## src/rtl/text_line_buffer_pkg.sv

```systemverilog
// Shared definitions for the writable text line buffer.
// Command encodings, controller states and the default fill code.
package text_line_buffer_pkg;

   typedef enum logic [1:0] {
      OP_PUT   = 2'b00,
      OP_BS    = 2'b01,
      OP_CLEAR = 2'b10,
      OP_HOME  = 2'b11
   } cmd_op_e;

   typedef enum logic {
      ST_CLEAR = 1'b0,
      ST_IDLE  = 1'b1
   } state_e;

   localparam logic [7:0] FILL_DEF = 8'h20;

endpackage

```

## src/rtl/text_line_buffer_text_ram.sv

```systemverilog
// Character storage: one write port, registered read-first read port.
// Ports: clk, we/waddr/wdata write side, raddr in, rdata registered out.
module text_ram
   import text_line_buffer_pkg::*;
#(
   parameter int LEN = 16,
   parameter int AW  = 4,
   parameter int DW  = 8
) (
   input  logic          clk,
   input  logic          we,
   input  logic [AW-1:0] waddr,
   input  logic [DW-1:0] wdata,
   input  logic [AW-1:0] raddr,
   output logic [DW-1:0] rdata
);

   // No reset on storage so it maps onto block RAM.
   logic [DW-1:0] mem [LEN];

   // Non-blocking read and write on the same edge gives read-first.
   always_ff @(posedge clk) begin
      if (we) mem[waddr] <= wdata;
      rdata <= mem[raddr];
   end

endmodule

```

## src/rtl/text_line_buffer.sv

```systemverilog
// Cursor-driven character line buffer feeding the font renderer.
// Ports: clk, rstn, cmd_* handshake, rd_index/rd_char, cursor, busy, full, overflow.
module text_line_buffer
   import text_line_buffer_pkg::*;
#(
   parameter int          LEN  = 16,
   parameter int          AW   = 4,
   parameter int          DW   = 8,
   parameter logic [DW-1:0] FILL = DW'(FILL_DEF),
   parameter bit          WRAP = 1'b1
) (
   input  logic          clk,
   input  logic          rstn,
   input  logic          cmd_valid,
   output logic          cmd_ready,
   input  logic [1:0]    cmd_op,
   input  logic [DW-1:0] cmd_char,
   input  logic [AW-1:0] rd_index,
   output logic [DW-1:0] rd_char,
   output logic [AW-1:0] cursor,
   output logic          busy,
   output logic          full,
   output logic          overflow
);

   localparam logic [AW-1:0] LAST  = AW'(LEN - 1);
   localparam logic [AW:0]   LEN_W = (AW + 1)'(LEN);

   state_e        state_q, state_d;
   logic [AW-1:0] cursor_q, cursor_d;
   logic [AW-1:0] clr_addr_q, clr_addr_d;
   logic          full_q, full_d;
   logic          overflow_q, overflow_d;
   logic          ready_q, ready_d;
   logic          busy_q, busy_d;
   logic          fill_q, fill_d;

   logic          accept;
   logic          we;
   logic [AW-1:0] waddr;
   logic [DW-1:0] wdata;
   logic [DW-1:0] ram_rdata;

   assign accept = cmd_valid && ready_q;

   always_comb begin
      state_d    = state_q;
      cursor_d   = cursor_q;
      clr_addr_d = clr_addr_q;
      full_d     = full_q;
      overflow_d = overflow_q;
      we         = 1'b0;
      waddr      = cursor_q;
      wdata      = FILL;

      if (state_q == ST_CLEAR) begin
         we         = 1'b1;
         waddr      = clr_addr_q;
         clr_addr_d = clr_addr_q + AW'(1);
         if (clr_addr_q == LAST) begin
            state_d    = ST_IDLE;
            clr_addr_d = '0;
         end
      end else if (accept) begin
         unique case (cmd_op_e'(cmd_op))
            OP_PUT: begin
               if (full_q) begin
                  overflow_d = 1'b1;
               end else begin
                  we    = 1'b1;
                  wdata = cmd_char;
                  if (cursor_q == LAST) begin
                     if (WRAP) cursor_d = '0;
                     else      full_d   = 1'b1;
                  end else begin
                     cursor_d = cursor_q + AW'(1);
                  end
               end
            end
            OP_BS: begin
               // When full the cursor already sits on the last cell.
               if (full_q) begin
                  full_d = 1'b0;
                  we     = 1'b1;
                  waddr  = LAST;
               end else if (cursor_q != '0) begin
                  cursor_d = cursor_q - AW'(1);
                  we       = 1'b1;
                  waddr    = cursor_q - AW'(1);
               end
            end
            OP_CLEAR: begin
               cursor_d   = '0;
               full_d     = 1'b0;
               overflow_d = 1'b0;
               clr_addr_d = '0;
               state_d    = ST_CLEAR;
            end
            OP_HOME: begin
               cursor_d = '0;
               full_d   = 1'b0;
            end
            default: ;
         endcase
      end

      ready_d = (state_d == ST_IDLE);
      busy_d  = (state_d == ST_CLEAR);
      // Mask RAM data for out-of-range reads and for the whole clear
      // window, including the edge that finishes the last clear write.
      fill_d  = ({1'b0, rd_index} >= LEN_W) ||
                (state_d == ST_CLEAR) || (state_q == ST_CLEAR);
   end

   always_ff @(posedge clk or negedge rstn) begin
      if (!rstn) begin
         state_q    <= ST_CLEAR;
         cursor_q   <= '0;
         clr_addr_q <= '0;
         full_q     <= 1'b0;
         overflow_q <= 1'b0;
         ready_q    <= 1'b0;
         busy_q     <= 1'b1;
         fill_q     <= 1'b1;
      end else begin
         state_q    <= state_d;
         cursor_q   <= cursor_d;
         clr_addr_q <= clr_addr_d;
         full_q     <= full_d;
         overflow_q <= overflow_d;
         ready_q    <= ready_d;
         busy_q     <= busy_d;
         fill_q     <= fill_d;
      end
   end

   text_ram #(
      .LEN (LEN),
      .AW  (AW),
      .DW  (DW)
   ) u_ram (
      .clk   (clk),
      .we    (we),
      .waddr (waddr),
      .wdata (wdata),
      .raddr (rd_index),
      .rdata (ram_rdata)
   );

   assign cmd_ready = ready_q;
   assign busy      = busy_q;
   assign cursor    = cursor_q;
   assign full      = full_q;
   assign overflow  = overflow_q;
   assign rd_char   = fill_q ? FILL : ram_rdata;

endmodule

```

## config.mk

```make
export PLATFORM = sky130hd
export DESIGN_NAME = text_line_buffer
export DESIGN_NICKNAME = d
export VERILOG_FILES = /design/src/rtl/text_line_buffer_pkg.sv /design/src/rtl/text_line_buffer_text_ram.sv /design/src/rtl/text_line_buffer.sv
export SDC_FILE = /design/constraint.sdc
export NUM_CORES = 1
export LEC_CHECK = 0
export ABC_AREA = 0
export CAP_MARGIN = 30
export CORE_ASPECT_RATIO = 1.2
export CORE_MARGIN = 4
export CORE_UTILIZATION = 50
export DETAILED_ROUTE_END_ITERATION = 7
export HOLD_SLACK_MARGIN = 0.06
export PLACE_DENSITY_LB_ADDON = 0.1
export SYNTH_ARGS = -nofsm -noshare
export SYNTH_HDL_FRONTEND = slang
export SYNTH_SLANG_ARGS = --single-unit
```

## constraint.sdc

```tcl
create_clock -name clk -period 3.2 [get_ports clk]
set_input_delay 0.32 -clock clk [delete_from_list [all_inputs] [get_ports clk]]
set_output_delay 0.32 -clock clk [all_outputs]
set_load 0.03 [all_outputs]
```

# --- Word level (Yosys, flattened, before mapping) ---
# Memory sizes are Yosys's and may differ from the RTL's. A register that Yosys moved wholly into a read port is not among the register bits.
# Index checks and enable logic that the tools add are counted.
word_totals:
  ram_bits: 128
  inputBits: 17
  register_bits: 13
  memories: 1
memory_table:
  columns: ["memory", "depth", "word_bits", "read_ports", "rd_ports_with_merged_regs", "wr", "line_no", "source"]
  rows:
  - ["u_ram.mem", 16, 8, 1, 1, 1, "text_line_buffer_text_ram.sv:19", "logic [DW-1:0] mem [LEN];"]
classes:
  n_reduce_logical: 11
  n_addsub: 3
  n_eq_ne: 10
  mux: 34
  n_bitwise: 2
op_table:
  columns: ["operator", "count"]
  rows:
  - ["$mux 4", 12]
  - ["$mux 8", 5]
  - ["$mux 1", 13]
  - ["$pmux 4 s3", 1]
  - ["$add 4x1->4 const B", 2]
  - ["$eq 4x4->1 const B", 2]
  - ["$reduce_and 4->1", 2]
  - ["$ne 2x2->1 const B", 3]
  - ["$pmux 1 s2", 3]
  - ["$eq 2x2->1 const B", 2]
  - ["$ne 2x1->1 const B", 2]
  - ["$reduce_and 2->1", 2]
  - ["$reduce_bool 4->1", 1]
  - ["$sub 4x1->4 const B", 1]
  - ["$reduce_or 3->1", 1]
  - ["$eq 2x1->1 const B", 1]
  - ["$logic_not 2->1", 1]
  - ["$not 1->1", 2]
  - ["$reduce_bool 2->1", 1]
  - ["$reduce_or 2->1", 1]
  - ["$logic_and 1x1->1", 1]
  - ["$logic_or 1x1->1", 1]

# --- Logic depth before layout (Yosys ltp) ---
logic_depth:
  word_depth: 8
  ltp_mapped: 8
  mapped_depth_nobuf: 6

# --- Modules after synthesis ---
# A second synthesis with hierarchy kept.
hier_totals:
  hier_cells: 344
  area_unflattened_um2: 6144.6
by_module_without_submodules:
  columns: ["module", "instances", "area_per_inst_um2", "cells_per_inst"]
  rows:
  - ["text_ram", 1, 5147.4, 229]
  - ["text_line_buffer", 1, 997.2, 115]

# --- Least setup slack after synthesis ---
# OpenSTA, ideal clock, no wires.
synth_timing:
  path_kind: "register -> register"
  startpoint: "reg cursor_q[0], in the netlist cursor[0]"
  endpoint: "mem u_ram.mem[11][0] (enable)"
  path_stages_with_launch: 8
  t_required_ps: 2817
  setup_time_ps: 383
  path_slack_ps: 202
  period_less_slack_ps: 2998
  t_arrival_ps: 2615
  path_cell_list: "dfrtp_1 -> clkbuf_1 -> inv_1 -> ha_1 -> nor3b_4 -> o311a_1 -> a211o_1 -> nor3_1"
synth_between:
  elab_chain_cells: 8
synth_rtl:
  columns: ["item", "line_no", "source"]
  rows:
  - ["start: declaration", "text_line_buffer.sv:30", "logic [AW-1:0] cursor_q, cursor_d;"]
  - ["start signal: assignment", "text_line_buffer.sv:127", "cursor_q <= cursor_d;"]
  - ["$reduce_bool 4->1", "text_line_buffer.sv:86", "end else if (cursor_q != '0) begin"]
  - ["$mux 1", "text_line_buffer.sv:86", null]
  - ["$mux 1", "text_line_buffer.sv:82", "if (full_q) begin"]
  - ["$pmux 1 s2", "text_line_buffer.sv:65", "unique case (cmd_op_e'(cmd_op))"]
  - ["$mux 1", "text_line_buffer.sv:64", "end else if (accept) begin"]
  - ["$mux 1", "text_line_buffer.sv:56", "if (state_q == ST_CLEAR) begin"]
  - ["$mux 1", "text_line_buffer_text_ram.sv:23", "if (we) mem[waddr] <= wdata;"]
  - ["$mux 1 (not written as such)", "text_line_buffer_text_ram.sv:23", null]
  - ["end: declaration", "text_line_buffer_text_ram.sv:19", null]
# Several ways; a longest one is shown, not always the timed one.

# --- Worst setup path in the final report ---
layout_timing:
  startpoint: "reg cursor_q[1], in the netlist cursor[1]"
  endpoint: "mem u_ram.mem[5][2] (enable)"
# Same word-level chain as after synthesis.

==> flow_summary_export.csv <==
group,metric,value,unit
yosys,yosysSeqAreaShare,69.4,%
clocking,cts_buffer_depth,2,
placed_design,place.gp.congestion,0.849,
power,p_sw,1610,uW
sta,setup_tns,0,ns
min_path,min-delay-path-class,"input port to async pin",
sta,slew-limit-headroom,50.6,%
route,drc,0,
clocking,post_cts_resized,0,
run_status,status,"complete, no violations",
yosys,syn_nets,342,
yosys,ys_seq_elements,148,
worst_setup_path,cp.arrival,2.71,ns
cells_and_area,drive_above_1_share,22.2,%
yosys,synth_top_area_share,62.0,%
sta,layout_setup_ws,0.595,ns
sta,finalSetupViolCount,0,
sta,clock.fmax,384,MHz
sta,rsz0062_at_grt,"false",
sta,min_period,2.61,ns
cells_and_area,nets,408,
clocking,cts_tree,"built",
route,vias,3209,
cells_and_area,multi_input_area,0.00170,sq mm
global_routing,grt_pass1_wl,19.5,mm
floorplan,die_area,0.0143,sq mm
global_routing,grt_pass1_vias,3310,
power,pwr-share-comb,22.3,%
yosys,ys.flop_type,"edfxtp_1",
clocking,postCtsSetupBuffers,0,
route,dr.pass1.iters,5,
route,first_iter_violations,195,
worst_setup_path,crit_fanout,7,
route,drtAntennaViolNets,0,
clocking,clk_pin_slew,0.07,ns
cells_and_area,nFillCells,907,
route,wl,12.4,mm
clocking,clock_sinks,148,
yosys,avgSynthCellArea,19.3,sq um
power,finalPower,5790,uW
floorplan,die_x,110,microns
yosys,synth-edff-count,128,
placed_design,dp_hpwl,8.39,mm
global_routing,antenna_found_initial,0,
power,swShare,27.8,%
route,via_per_inst,5.71,
route,wl_per_cell,22.0,microns
power,ir_drop,417,uV
clocking,worstSkewPairLatency,0.41,ns
power,power.density,786,mW/mm^2
power,intPower,4180,uW
yosys,synth_cell_types,48,
worst_setup_path,cp.required,3.30,ns
clocking,cts_made_buffers,17,
yosys,syn_area,0.00620,sq mm
cells_and_area,syn_to_final_growth,18.8,%
worst_setup_path,cp-start-kind,"flip-flop",
floorplan,fp-row-count,44,
global_routing,track_usage,19.3,%
yosys,yosys_warnings,0,
clocking,htreeDepth,4,
sta,hold_violations,0,
global_routing,gr-total-overflow,0,
power,seqPwrFrac,45.0,%
sta,period_share,81.4,%
floorplan,core,0.0121,sq mm
floorplan,die_h,130,microns
placed_design,portBuffers,31,
sta,final.setup_skew,0.0147,ns
clocking,postCtsHoldBufs,0,
power,clkPwrFrac,32.7,%
yosys,yosysTopAreaCell,"edfxtp_1",
sta,drv_slew,0,
floorplan,start_util,51.2,%
cells_and_area,num_antenna_cells,0,
worst_setup_path,crit_type,"flip-flop to flip-flop",
placed_design,place_ws,0.559,ns
global_routing,grt_max_degree,33,
cells_and_area,regArea,0.00431,sq mm
yosys,async_flop_share,8.11,%
worst_setup_path,cp-end-kind,"flip-flop",
clocking,cts_root_buf,"clkbuf_16",
yosys,yosys-top-cells-area,"edfxtp_1, mux4_1, mux4_2, dfrtp_1, dfxtp_1",
power,power_leakage,0.00256,uW
floorplan,ios,33,
yosys,syn_inst,322,
run,drv_cap,0,
sta,worst_pin_slew,0.740,ns
-- layout make-up --
class / instances / share of cell area, %
Clock inverter: 6 / 0.509
Inverter: 9 / 0.458
Tap cell: 161 / 2.73
Sequential cell: 148 / 58.4
Clock buffer: 26 / 7.37
Timing Repair Buffer: 63 / 7.44
Multi-Input combinational cell: 149 / 23.0
-- cell usage in the layout, fill, tap and decap left out, drive strengths merged, types with 8 or more instances in the layout --
cell / instances
edfxtp: 128
mux4: 40
buf: 33
clkdlybuf4s50: 30
clkbuf: 26
nor3: 21
nor2b: 12
inv: 12
dfrtp: 10
and2: 9
o21ai: 8
dfxtp: 8
-- power groups by stage --
stage / sequential, uW / clock, uW / combinational, uW
2_1_floorplan: 2640 / 0 / 806
4_1_cts: 2610 / 1930 / 1300
3_5_place_dp: 2640 / 0 / 1300
3_3_place_gp: 2640 / 0 / 1270
5_1_grt: 2640 / 2030 / 1410
6_report: 2610 / 1890 / 1290
-- registers in the layout (all words and copies together) (netlist names) --
| register | flops |
|---|---|
| busy | 1 |
| clr_addr_q | 4 |
| cmd_ready | 1 |
| cursor | 4 |
| fill_q | 1 |
| overflow | 1 |
| u_ram.mem | 128 |
| u_ram.rdata | 8 |
-- worst paths after layout --
path / depth (start not counted) / startpoint / end / slack, ns
setup / recovery: 7 / cursor[1]$_DFFE_PN0P_ / u_ram.mem[5][2]$_DFFE_PP_ / 0.59
hold / removal: 1 / rstn / cursor[0]$_DFFE_PN0P_ / 0.27
setup reg to reg: 7 / cursor[1]$_DFFE_PN0P_ / u_ram.mem[5][2]$_DFFE_PP_ / 0.59
hold reg to reg: 1 / overflow$_DFFE_PN0P_ / overflow$_DFFE_PN0P_ / 0.49
max in group asynchronous: 1 / rstn / fill_q$_DFF_PN1_ / 2.55
min in group clk: 1 / overflow$_DFFE_PN0P_ / overflow$_DFFE_PN0P_ / 0.49
-- Yosys cell counts (2+ instances only) --
| master | count |
|---|---|
| a21oi_1 | 3 |
| a22o_1 | 3 |
| a31oi_1 | 2 |
| a32oi_1 | 4 |
| and2_1 | 9 |
| buf_4 | 3 |
| buf_6 | 4 |
| clkbuf_1 | 2 |
| clkbuf_8 | 5 |
| dfrtp_1 | 10 |
| dfstp_2 | 2 |
| dfxtp_1 | 8 |
| edfxtp_1 | 128 |
| ha_1 | 3 |
| inv_1 | 9 |
| mux2_2 | 2 |
| mux4_1 | 23 |
| mux4_2 | 17 |
| nand2_1 | 7 |
| nand2b_1 | 4 |
| nand3_1 | 4 |
| nor2_1 | 6 |
| nor2b_1 | 12 |
| nor3_1 | 20 |
| o21ai_0 | 8 |
| or2_2 | 2 |
-- metal layers --
layer | vias to the layer above | wire (microns) | global-route usage [%]
met5 | - | 0 | 0
met4 | 0 | 224 | 7.04
met3 | 18 | 676 | 4.16
met2 | 114 | 6460 | 31.9
met1 | 1618 | 5020 | 25.5
li1 | 1459 | - | -
-- logic make-up (layout without fill, tap and decap cells) --
group	Yosys count	after routing	synth area share [%]
flip-flops	148	148	69.4
AND/OR/NAND/NOR	71	71	6.60
multiplexers	43	43	16.4
AO/OA/AOI/OAI	30	30	3.53
buffers and inverters	25	104	3.19
adder cells (fa/ha/maj)	3	3	0.605
other	1	1	0.0605
XOR/XNOR	1	1	0.141
-- metrics by stage --
stage          hold slack [ns]  instances  util, %  area (sq um)
3_5_place_dp             0.479        530     56.0          6790
6_report                 0.271        562     60.8          7370
3_3_place_gp             0.476        526     55.9          6770
4_1_cts                  0.283        562     60.8          7370
2_1_floorplan           0.0244        322        -          6200
5_1_grt                  0.289        562     60.8          7370
-- critical path, stage by stage, from the launching register on --
cell     delay [ns]
dfrtp_1        0.38
inv_1          0.10
ha_1           0.26
nor3b_4        0.36
nor4_2         0.09
or3_1          0.45
nor3_1         0.35
buf_2          0.29
Power figures use the tool's default switching activity.
